<file path="config.mk">
export PLATFORM = sky130hd
export DESIGN_NAME = xpmwrap_spram_ctrl
export DESIGN_NICKNAME = d
export VERILOG_FILES = /design/src/rtl/xpmwrap_spram_ctrl.sv
export SDC_FILE = /design/constraint.sdc
export NUM_CORES = 1
export LEC_CHECK = 0
export CAP_MARGIN = 5
export CORE_ASPECT_RATIO = 1.25
export CORE_MARGIN = 2
export CORE_UTILIZATION = 40
export DETAILED_ROUTE_END_ITERATION = 7
export GPL_TIMING_DRIVEN = 0
export PLACE_DENSITY = 0.67
export SLEW_MARGIN = 40
export SYNTH_ARGS = -nofsm -noshare
export SYNTH_HDL_FRONTEND = slang
export SYNTH_SLANG_ARGS = --single-unit
</file>
<file path="constraint.sdc">
create_clock -name clka -period 4.2 [get_ports clka]
set_input_delay 0.42 -clock clka [delete_from_list [all_inputs] [get_ports clka]]
set_output_delay 0.42 -clock clka [all_outputs]
set_load 0.02 [all_outputs]
</file>
<file path="src/rtl/xpmwrap_spram_ctrl.sv">
// xpmwrap_spram_ctrl: arbitrates write and read requests onto a single-port
// RAM wrapper (read latency 2), and returns read data in request order
// through a small credit-protected response FIFO.
module xpmwrap_spram_ctrl #(
  parameter int unsigned ADDR_WIDTH_A = 6,
  parameter int unsigned DATA_WIDTH   = 32,
  parameter int unsigned RSP_DEPTH    = 4
) (
  input  logic                    clka,
  input  logic                    rsta_n,
  // write requests
  input  logic                    wr_valid,
  output logic                    wr_ready,
  input  logic [ADDR_WIDTH_A-1:0] wr_addr,
  input  logic [DATA_WIDTH-1:0]   wr_data,
  // read requests
  input  logic                    rd_valid,
  output logic                    rd_ready,
  input  logic [ADDR_WIDTH_A-1:0] rd_addr,
  // read responses
  output logic                    rsp_valid,
  input  logic                    rsp_ready,
  output logic [DATA_WIDTH-1:0]   rsp_data,
  // SPRAM wrapper side
  output logic                    ram_ena,
  output logic                    ram_wea,
  output logic [ADDR_WIDTH_A-1:0] ram_addra,
  output logic [DATA_WIDTH-1:0]   ram_dina,
  output logic                    ram_regcea,
  output logic                    ram_rsta,
  input  logic [DATA_WIDTH-1:0]   ram_douta,
  // status
  output logic                    busy
);

  localparam int unsigned PW = $clog2(RSP_DEPTH);
  localparam int unsigned CW = PW + 1;
  localparam int unsigned OW = CW + 1;

  typedef enum logic {
    GRANT_READ  = 1'b0,
    GRANT_WRITE = 1'b1
  } grant_t;

  grant_t                last_grant;
  grant_t                grant_nxt;

  logic [2:0]            rd_track;
  logic [1:0]            inflight;
  logic [CW-1:0]         rsp_count;
  logic [PW-1:0]         wr_ptr;
  logic [PW-1:0]         rd_ptr;
  logic [DATA_WIDTH-1:0] rsp_mem [RSP_DEPTH];
  logic [OW-1:0]         occupancy;
  logic                  credit_ok;
  logic                  wr_fire;
  logic                  rd_fire;
  logic                  push;
  logic                  pop;

  assign ram_regcea = 1'b1;
  assign ram_rsta   = 1'b0;

  // Credit: reads in the RAM pipeline plus buffered responses must leave room.
  // A pop in the same cycle deliberately does not free a slot.
  always_comb begin
    inflight  = {1'b0, rd_track[0]} + {1'b0, rd_track[1]} + {1'b0, rd_track[2]};
    occupancy = OW'(inflight) + OW'(rsp_count);
    credit_ok = occupancy < OW'(RSP_DEPTH);
  end

  // Arbitration: on contention the type not granted last time wins.
  always_comb begin
    rd_ready  = credit_ok && !(wr_valid && (last_grant == GRANT_READ));
    wr_ready  = !(rd_valid && credit_ok && (last_grant == GRANT_WRITE));
    wr_fire   = wr_valid && wr_ready;
    rd_fire   = rd_valid && rd_ready;
    grant_nxt = last_grant;
    if (wr_fire) begin
      grant_nxt = GRANT_WRITE;
    end else if (rd_fire) begin
      grant_nxt = GRANT_READ;
    end
  end

  // Last-grant state register.
  always_ff @(posedge clka or negedge rsta_n) begin
    if (!rsta_n) begin
      last_grant <= GRANT_READ;
    end else begin
      last_grant <= grant_nxt;
    end
  end

  // Registered RAM command; write data is held across reads.
  always_ff @(posedge clka or negedge rsta_n) begin
    if (!rsta_n) begin
      ram_ena   <= 1'b0;
      ram_wea   <= 1'b0;
      ram_addra <= '0;
      ram_dina  <= '0;
    end else if (wr_fire) begin
      ram_ena   <= 1'b1;
      ram_wea   <= 1'b1;
      ram_addra <= wr_addr;
      ram_dina  <= wr_data;
    end else if (rd_fire) begin
      ram_ena   <= 1'b1;
      ram_wea   <= 1'b0;
      ram_addra <= rd_addr;
    end else begin
      ram_ena   <= 1'b0;
      ram_wea   <= 1'b0;
    end
  end

  // Read tracking: one stage for the command register, two for RAM latency.
  always_ff @(posedge clka or negedge rsta_n) begin
    if (!rsta_n) begin
      rd_track <= '0;
    end else begin
      rd_track <= {rd_track[1:0], rd_fire};
    end
  end

  always_comb begin
    push      = rd_track[2];
    rsp_valid = (rsp_count != '0);
    pop       = rsp_valid && rsp_ready;
    rsp_data  = rsp_mem[rd_ptr];
    busy      = (inflight != '0) || (rsp_count != '0);
  end

  // Response FIFO pointers and occupancy.
  always_ff @(posedge clka or negedge rsta_n) begin
    if (!rsta_n) begin
      wr_ptr    <= '0;
      rd_ptr    <= '0;
      rsp_count <= '0;
    end else begin
      if (push) begin
        wr_ptr <= wr_ptr + 1'b1;
      end
      if (pop) begin
        rd_ptr <= rd_ptr + 1'b1;
      end
      case ({push, pop})
        2'b10:   rsp_count <= rsp_count + 1'b1;
        2'b01:   rsp_count <= rsp_count - 1'b1;
        default: rsp_count <= rsp_count;
      endcase
    end
  end

  // Response FIFO storage; capture RAM output when a tracked read lands.
  always_ff @(posedge clka) begin
    if (push) begin
      rsp_mem[wr_ptr] <= ram_douta;
    end
  end

endmodule

</file>
## After elaboration in Yosys (flattened, before gate mapping)

Memory sizes are Yosys's and may differ from the RTL's.
Index checks and enable logic that the tools add are counted.

| operators by class | value |
|---|---|
| $add $sub $neg | 7 |
| order comparisons | 1 |
| equal/unequal tests | 2 |
| multiplexer cells | 10 |
| bitwise gates (word level) | 1 |
| reductions and logical operators | 14 |

Operator list:

| kind | count |
|---|---|
| 6-bit two-way mux | 2 |
| 1-bit logical AND | 7 |
| 1-bit two-way mux | 7 |
| 3-bit case mux with 2 select lines | 1 |
| 2-bit nonzero test | 3 |
| 2-bit by 1-bit adder with 2-bit output (second input constant) | 2 |
| 2-bit by 3-bit adder with 4-bit output | 1 |
| 4-bit by 3-bit < comparator with 1-bit output (second input constant) | 1 |
| 3-bit by 1-bit adder with 3-bit output (second input constant) | 1 |
| 3-bit nonzero test | 1 |
| 3-bit by 1-bit subtractor with 3-bit output (second input constant) | 1 |
| 1-bit by 1-bit adder with 2-bit output | 1 |
| 2-bit by 1-bit adder with 2-bit output | 1 |
| 2-bit by 1-bit equality test with 1-bit output (second input constant) | 1 |
| 2-bit equality test (second input constant) | 1 |
| 1-bit logical NOT | 2 |
| 1-bit logical OR | 1 |
| 1-bit NOT | 1 |

| word-level totals | value |
|---|---|
| bits in registers | 51 |
| RAM bits | 128 |
| bits of input ports | 81 |
| output and inout bits | 78 |
| logic and storage cells | 45 |
| memories kept | 1 |

Memory list:

| memory | words | width | read ports | clocked after Yosys merged registers in | write ports | RTL line | source |
|---|---|---|---|---|---|---|---|
| rsp_mem | 4 | 32 | 1 | 0 | 1 | 53 | `logic [DATA_WIDTH-1:0] rsp_mem [RSP_DEPTH];` |

## Longest topological paths before layout

Gate-level depths: netlist of run 1.

| depth | value |
|---|---|
| word-level depth | 9 |
| depth in mapped cells | 8 |
| depth with buffers taken out | 8 |

## Worst setup path after synthesis of run 1

OpenSTA, ideal clock, no wires.

| timing | value |
|---|---|
| path type | register to output |
| start | reg rd_track[2] |
| end | out wr_ready |
| arrival | 2,017 ps |
| slack | 1,763 ps |
| cell stages (with the launch flop) | 7 |
| buffers on the path | 1 |
| cells stage by stage | dfrtp_1 fa_1 ha_1 a31oi_4 and2_1 clkbuf_1 nand2_1 |

| on the way | value |
|---|---|
| cells in the longest elaborated chain, start to end | 6 |

RTL lines:

| what | RTL line | source |
|---|---|---|
| start, declared | 48 | `logic [2:0] rd_track;` |
| start signal, assigned | 122 | `rd_track <= {rd_track[1:0], rd_fire};` |
| 2-bit by 1-bit adder with 2-bit output | 67 | `inflight = {1'b0, rd_track[0]} + {1'b0, rd_track[1]} + {1'b0, rd_track[2]};` |
| 2-bit by 3-bit adder with 4-bit output | 68 | `occupancy = OW'(inflight) + OW'(rsp_count);` |
| 4-bit by 3-bit < comparator with 1-bit output | 69 | `credit_ok = occupancy < OW'(RSP_DEPTH);` |
| 1-bit logical AND (2 in a row) | 75 | `wr_ready = !(rd_valid && credit_ok && (last_grant == GRANT_WRITE));` |
| 1-bit logical NOT | 75 |  |
| end, declared | 13 | `output logic wr_ready,` |

No other way between the ends.

## Worst setup path after layout of run 1

Ends and elaborated chain as after synthesis.

==> summary.md, run 1 <==
| Metric | Value |
|---|---|
| Pins Over Slew Limit | 0 |
| Crit-path cells | fa_1 -> ha_1 -> a31oi_4 -> and2_1 -> clkbuf_1 -> nand2_1 -> clkdlybuf4s50_1 |
| Hold Vio Cnt, Final | 0 |
| Syn_area_per_cell | 20.71 sq um |
| Initial antenna violation count | 0 |
| Drt first-iter violations | 187 |
| Hold/Removal Path Class | input pin to async pin |
| Sequential Power Share | 38.0% |
| Crit path DAT | 3.19 ns |
| CTS tree | yes |
| Clock power frac | 24.4% |
| Fill cells | 1333 |
| Worst Tran Pin Value | 0.6899 ns |
| Core area | 16780 sq um |
| Total power | 0.006374 W |
| Cts repair resizes | 0 |
| Die W | 120.9 microns |
| Fraction of layout cells with a size suffix above 1 | 21.77% |
| Main combinational cell family by area after synthesis | multiplexers |
| Worst path required time | 3.78 ns |
| GPL Wtd Cong | 0.7502 |
| Vias in the first global route | 4079 |
| Post-DRT Antenna Nets | 0 |
| CP Launch Type | register |
| # rows | 53 |
| Syn_nets | 419 |
| Place WS | 1.011 ns |
| Nets | 595 |
| Cell-internal power | 0.004368 W |
| RSZ-0062 raised after global routing | no |
| Switching pwr | 0.002006 W |
| Largest stage delay on the critical path | 0.56 ns |
| Die height | 150.1 microns |
| Reg-to-Reg Start | rd_track[2] |
| Synth Warn # | 0 |
| Clock transition at the registers of the reported paths | 0.07 ns |
| Initial core utilization | 40.73% |
| GRT Residual Overflow | 0 |
| CTS Buf Count | 17 |
| Unique masters post-synth | 30 |
| CTS max path bufs | 2 |
| Slack of the critical path | 0.5937 ns |
| PD cells | 686.7 nW/um^2 |
| WS Path Type | register to output port |
| Sw Ratio | 31.48% |
| Worst skew pair latency | 0.42 ns |
| DRC Markers | 0 |
| Via count | 3650 |
| Post-CTS Setup Bufs | 0 |
| Wire length per cell | 18.09 microns |
| # IOs | 159 |
| Largest net degree at the start of global routing | 36 |
| Critical-path maximum fanout | 10 |
| 1st-pass router iterations | 4 |
| Crit path max-delay family | buffers and inverters |
| Commonest non-fill, non-tap cell in the layout | clkdlybuf4s50_1 |
| Register bit total from synthesis | 179 |
| Leak | 3.298 nW |
| Detailed placer's ending HPWL | 8.934 mm |
| Most frequent cells in the layout | clkdlybuf4s50_1, edfxtp_1, dfrtp_1 |
| Tmin final | 3.606 ns |
| ANT cells | 0 |
| Worst slew margin | 54.01% |
| Area growth from synthesis to layout | 35.83% |
| Max cap viols | 0 |
| Clock Tree Root | clkbuf_16 |
| Syn Inst Count | 330 |
| Simple-gate share of the synthesized area | 2.618% |
| DIE AREA | 18150 sq um |
| Crit path capture type | output port |
| Clk sinks | 179 |
| Post-synthesis mux area share | 15.96% |
| Synth Area in Compound Gates | 2.087% |
| Clk_skew | 0.01047 ns |
| GRT Util Overall | 15.73% |
| WL final | 13.37 mm |
| Status | complete, no violations |
| CP startpoint | rd_track[2] |
| Post-Synth XOR/XNOR Area | 0.7689% |
| Share of total power in combinational logic | 37.6% |
| Port Buffers | 155 |
| Register area share after synthesis | 74.92% |
| Peak VDD IR | 0.2709 mV |
| Post-synthesis adder-cell area fraction | 1.684% |
| H-Tree Level Count | 4 |
| Fmax | 277.3 MHz |
| Post-Route Setup TNS | 0 ns |
| First-pass GRT wire length | 21.59 mm |
| Crit share post-route | 85.86% |
| WP buf/inv | 2 |
| Crit path max-delay cell type | clkdlybuf4s50_1 |
| DR vias/cell | 4.939 |
| Endpoints failing setup | 0 |
| Mapped Area | 6834 sq um |
timing repair:
action                                  in CTS  in global routing
endpoints found under the setup margin       0                  0
hold buffers                                 1                  0
hold endpoints to repair                    16                  0
final timing paths:
kind / end / slack [ns] / cells past startpoint
worst max-delay path: wr_ready / 0.59 / 7
max in group asynchronous: rd_ptr[1] / 3.34 / 3
worst min register to register: rd_track[2] / 0.41 / 0
worst max register to register: ram_addra[5] / 1.72 / 7
worst min-delay path: ram_dina[12] / 0.40 / 2
min in group clka: rd_track[2] / 0.41 / 0
kinds of logic (layout without fill, tap and decap cells):
kind of cell | count (synthesis) | after routing
buffers and inverters | 24 | 213
adders and majority gates | 8 | 8
AOI/OAI and AO/OA | 16 | 16
and+or+nand+nor | 30 | 30
muxes | 65 | 65
DFF | 179 | 179
other | 2 | 2
xor gates and xnor gates | 6 | 6
synthesized netlist by cell type:
library cell  count  area, sq um
clkbuf_1          6        22.52
a31oi_4           2        42.54
and2_1           12        75.07
nand3_1           1        5.000
or2_2             1        6.260
xor2_1            4        35.03
ha_1              6        75.07
fa_1              2        40.04
mux4_2           32        720.7
xnor2_1           2        17.52
nor2b_1           1        6.260
a221o_1           6        60.06
mux2i_1           1        10.01
nand2_1           2        7.510
nor2_1            2        7.510
inv_1             7        26.28
buf_4             4        30.03
conb_1            2        7.510
and3_1            1        6.260
mux2_2           32        360.4
edfxtp_1        128         3844
clkbuf_2          1        5.000
o21ai_0           1        5.000
buf_2             4        20.02
buf_6             2        22.52
and3b_1           1        8.760
or3_1             2        12.51
dfrtp_1          51         1276
nand2b_1          7        43.79
a21oi_1           7        35.03
layout make-up:
class	instances	area, sq um	area share, %
sequential	179	5120	55.16
tap	220	275.3	2.965
buffer	17	100.1	1.078
clock inverter	13	151.4	1.631
inverter	7	26.28	0.2831
timing repair buffer	157	1579	17.01
clock buffer	19	432.9	4.664
multi-input combinational	127	1598	17.21
stage by stage:
step	instance area [sq um]	instances	hold WS (ns)	utilization [%]
2_1_floorplan	6834	330	0.1244	-
3_3_place_gp	8661	705	0.3931	51.62
3_5_place_dp	8688	706	0.3043	51.79
4_1_cts	9283	739	0.3861	55.33
5_1_grt	9283	739	0.4113	55.33
6_report	9283	739	0.3998	55.33
power by group through the flow:
stage	Sequential, W	Clock [W]	Combinational (W)
2_1_floorplan	0.00259	0	0.00125
3_3_place_gp	0.00244	0	0.00241
3_5_place_dp	0.00246	0	0.00244
4_1_cts	0.00243	0.00159	0.00246
5_1_grt	0.00247	0.00167	0.00258
6_report	0.00243	0.00155	0.00240
metal layers:
metal	global-route usage [%]	up-vias	share of wire, %
met5	0	-	0
met2	26.10	154	50
met1	18.77	1847	40
met3	5.644	15	8.8
met4	6.105	0	1.3
li1	-	1634	-
worst register-to-register path: cells and delay by family (launching register included):
family,cells,cell delay (ns)
adder cells (fa/ha/maj),2,0.74
AO/OA/AOI/OAI,3,0.83
buffers and inverters,2,0.31
flip-flops,1,0.48
flip-flops by register name, summed over array words and instances, names as in the netlist:
name	flops
rd_track	3
ram_wea	1
ram_dina	32
rsp_mem	128
last_grant	1
rsp_count	3
ram_ena	1
ram_addra	6
wr_ptr	2
rd_ptr	2
(Power assumes the default switching activity.)
==> inputs of run 2 (changes only) <==
Settings changed: DONT_BUFFER_PORTS from default to 1, PLACE_DENSITY 0.67 to 0.55.
==> run 2 against run 1 <==
  * Hold slack worse by 0.31 ns
  * Maximum frequency up 15%
  * First-iteration DRC count down 24%
  * Clock skew down 0.0030 ns
  * Worst setup slack better by 0.48 ns
==> summary.md, run 2 (synthesis gave the netlist of run 1 again) <==
| Metric | Value |
|---|---|
| WS Path Type | register to output port |
| Initial core utilization | 40.73% (unchanged) |
| Via count | 3014 (-17%) |
| Post-DRT Antenna Nets | 0 (unchanged) |
| Port Buffers | 0 (-100%) |
| Leak | 2.695 nW (-18%) |
| Critical-path maximum fanout | 10 (unchanged) |
| Status | complete, no violations |
| ANT cells | 0 (unchanged) |
| Commonest non-fill, non-tap cell in the layout | edfxtp_1 |
| Endpoints failing setup | 0 (unchanged) |
| Hold/Removal Path Class | input pin to register |
| DRC Markers | 0 (unchanged) |
| Hold Vio Cnt, Final | 0 (unchanged) |
| Initial antenna violation count | 0 (unchanged) |
| Clk sinks | 179 (unchanged) |
| CP Launch Type | register |
| Vias in the first global route | 3364 (-18%) |
| Crit path capture type | output port |
| Die height | 150.1 microns (unchanged) |
| Post-Route Setup TNS | 0 ns (unchanged) |
| Core area | 16780 sq um (unchanged) |
| GPL Wtd Cong | 0.7183 (-4.3%) |
| # rows | 53 (unchanged) |
| Area growth from synthesis to layout | 13.53% |
| Worst slew margin | 52.82% (-1.2 points) |
| Max reg flops | 128 (unchanged) |
| Total power | 0.005660 W (-11%) |
| Clock Tree Root | clkbuf_16 |
| Crit path DAT | 2.71 ns (-0.48 ns) |
| CTS tree | yes |
| Largest regs | rsp_mem: 128 flops, ram_dina: 32 flops, ram_addra: 6 flops |
| Nets | 441 (-26%) |
| First-pass GRT wire length | 18.12 mm (-16%) |
| Crit share post-route | 74.52% (-11 points) |
| DR vias/cell | 5.161 (+4.5%) |
| Tmin final | 3.130 ns (-0.4765 ns) |
| Fraction of layout cells with a size suffix above 1 | 31.32% (+9.5 points) |
| DIE AREA | 18150 sq um (unchanged) |
| CTS max path bufs | 2 (unchanged) |
| GRT Util Overall | 13.81% (-1.9 points) |
| Register bank with the most flops | rsp_mem |
| GRT Residual Overflow | 0 (unchanged) |
| Peak VDD IR | 0.2737 mV (+1.0%) |
| PD cells | 729.5 nW/um^2 (+6.2%) |
| Most frequent cells in the layout | edfxtp_1, dfrtp_1, mux4_2, mux2_2, clkbuf_16 |
| Worst Tran Pin Value | 0.7077 ns (+0.01776 ns) |
| Wire length per cell | 20.47 microns (+13%) |
| Pins Over Slew Limit | 0 (unchanged) |
| RSZ-0062 raised after global routing | no |
| Largest net degree at the start of global routing | 52 (+44%) |
| Fmax | 319.5 MHz (+15%) |
| Detailed placer's ending HPWL | 7.691 mm (-14%) |
| 1st-pass router iterations | 5 (+1) |
| Clock transition at the registers of the reported paths | 0.07 ns (about the same) |
| H-Tree Level Count | 4 (unchanged) |
| Drt first-iter violations | 143 (-24%) |
| CTS Buf Count | 17 (unchanged) |
| Die W | 120.9 microns (unchanged) |
| Worst skew pair latency | 0.42 ns (about the same) |
| # IOs | 159 (unchanged) |
| Clk_skew | 0.007464 ns (-0.003004 ns) |
| Post-Route Utilization | 46.25% (-9.1 points) |
| Max cap viols | 0 (unchanged) |
| Worst path required time | 3.78 ns (about the same) |
| WL final | 11.95 mm (-11%) |
==> run 2: metal layers <==
| metal | vias to the layer above | global-route usage (%) | part of all wire [%] |
|---|---|---|---|
| met4 | 0 | 5.233 | 1.1 |
| met2 | 138 | 23.40 | 51 |
| met5 | - | 0 | 0 |
| met3 | 10 | 7.045 | 10 |
| li1 | 1322 | - | - |
| met1 | 1544 | 14.68 | 37 |
==> run 2: final cells by class <==
cell class / count / area (sq um)
Buffer: 17 / 100.1
Clock buffer: 18 / 429.2
Clock inverter: 13 / 152.6
Fill cell: 1442 / 9019
Inverter: 7 / 26.28
Multi-Input combinational cell: 127 / 1598
Sequential cell: 179 / 5120
Tap cell: 220 / 275.3
Timing Repair Buffer: 3 / 57.56
==> run 2: final timing paths <==
path                                from             end  slack (ns)  depth (start not counted)
min reg2reg                  rd_track[1]     rd_track[2]        0.41                          0
min in group asynchronous         rsta_n     ram_dina[4]        0.50                          2
max in group asynchronous         rsta_n    ram_dina[16]        3.47                          2
min                        ram_douta[11]  rsp_mem[2][11]        0.09                          0
max reg2reg                  rd_track[2]    ram_addra[5]        1.70                          7
max                          rd_track[2]        wr_ready        1.07                          6
==> run 2: critical path, cell delays in order (launching register included) <==
cell and delay (ns):
dfrtp_1 0.47, fa_1 0.41, ha_1 0.32, a31oi_4 0.36, and2_1 0.18, clkbuf_1 0.31
nand2_1 0.24
==> run 2: what timing repair did <==
item,CTS,global route
resized for setup,0,0
hold buffers,2,0
setup buffers,0,0
endpoints found under the hold margin,51,0
==> run 2: where the power goes <==
part           leakage (nW)  switching [W]  internal, W  total, W
Sequential             1.76       0.000346      0.00227   0.00261
Clock                 0.273       0.000658     0.000884   0.00154
Combinational         0.661       0.000893     0.000612   0.00150
==> run 2: metrics by stage <==
stage	hold WS, ns	instance area (sq um)	cells	setup WS [ns]
after floorplan	0.1244	6834	330	1.763
after global placement	0.1258	7109	550	1.499
after detailed placement	0.1256	7139	551	1.497
after CTS	0.07067	7759	584	1.040
final	0.09109	7759	584	1.070
after global routing	0.06005	7759	584	0.9280
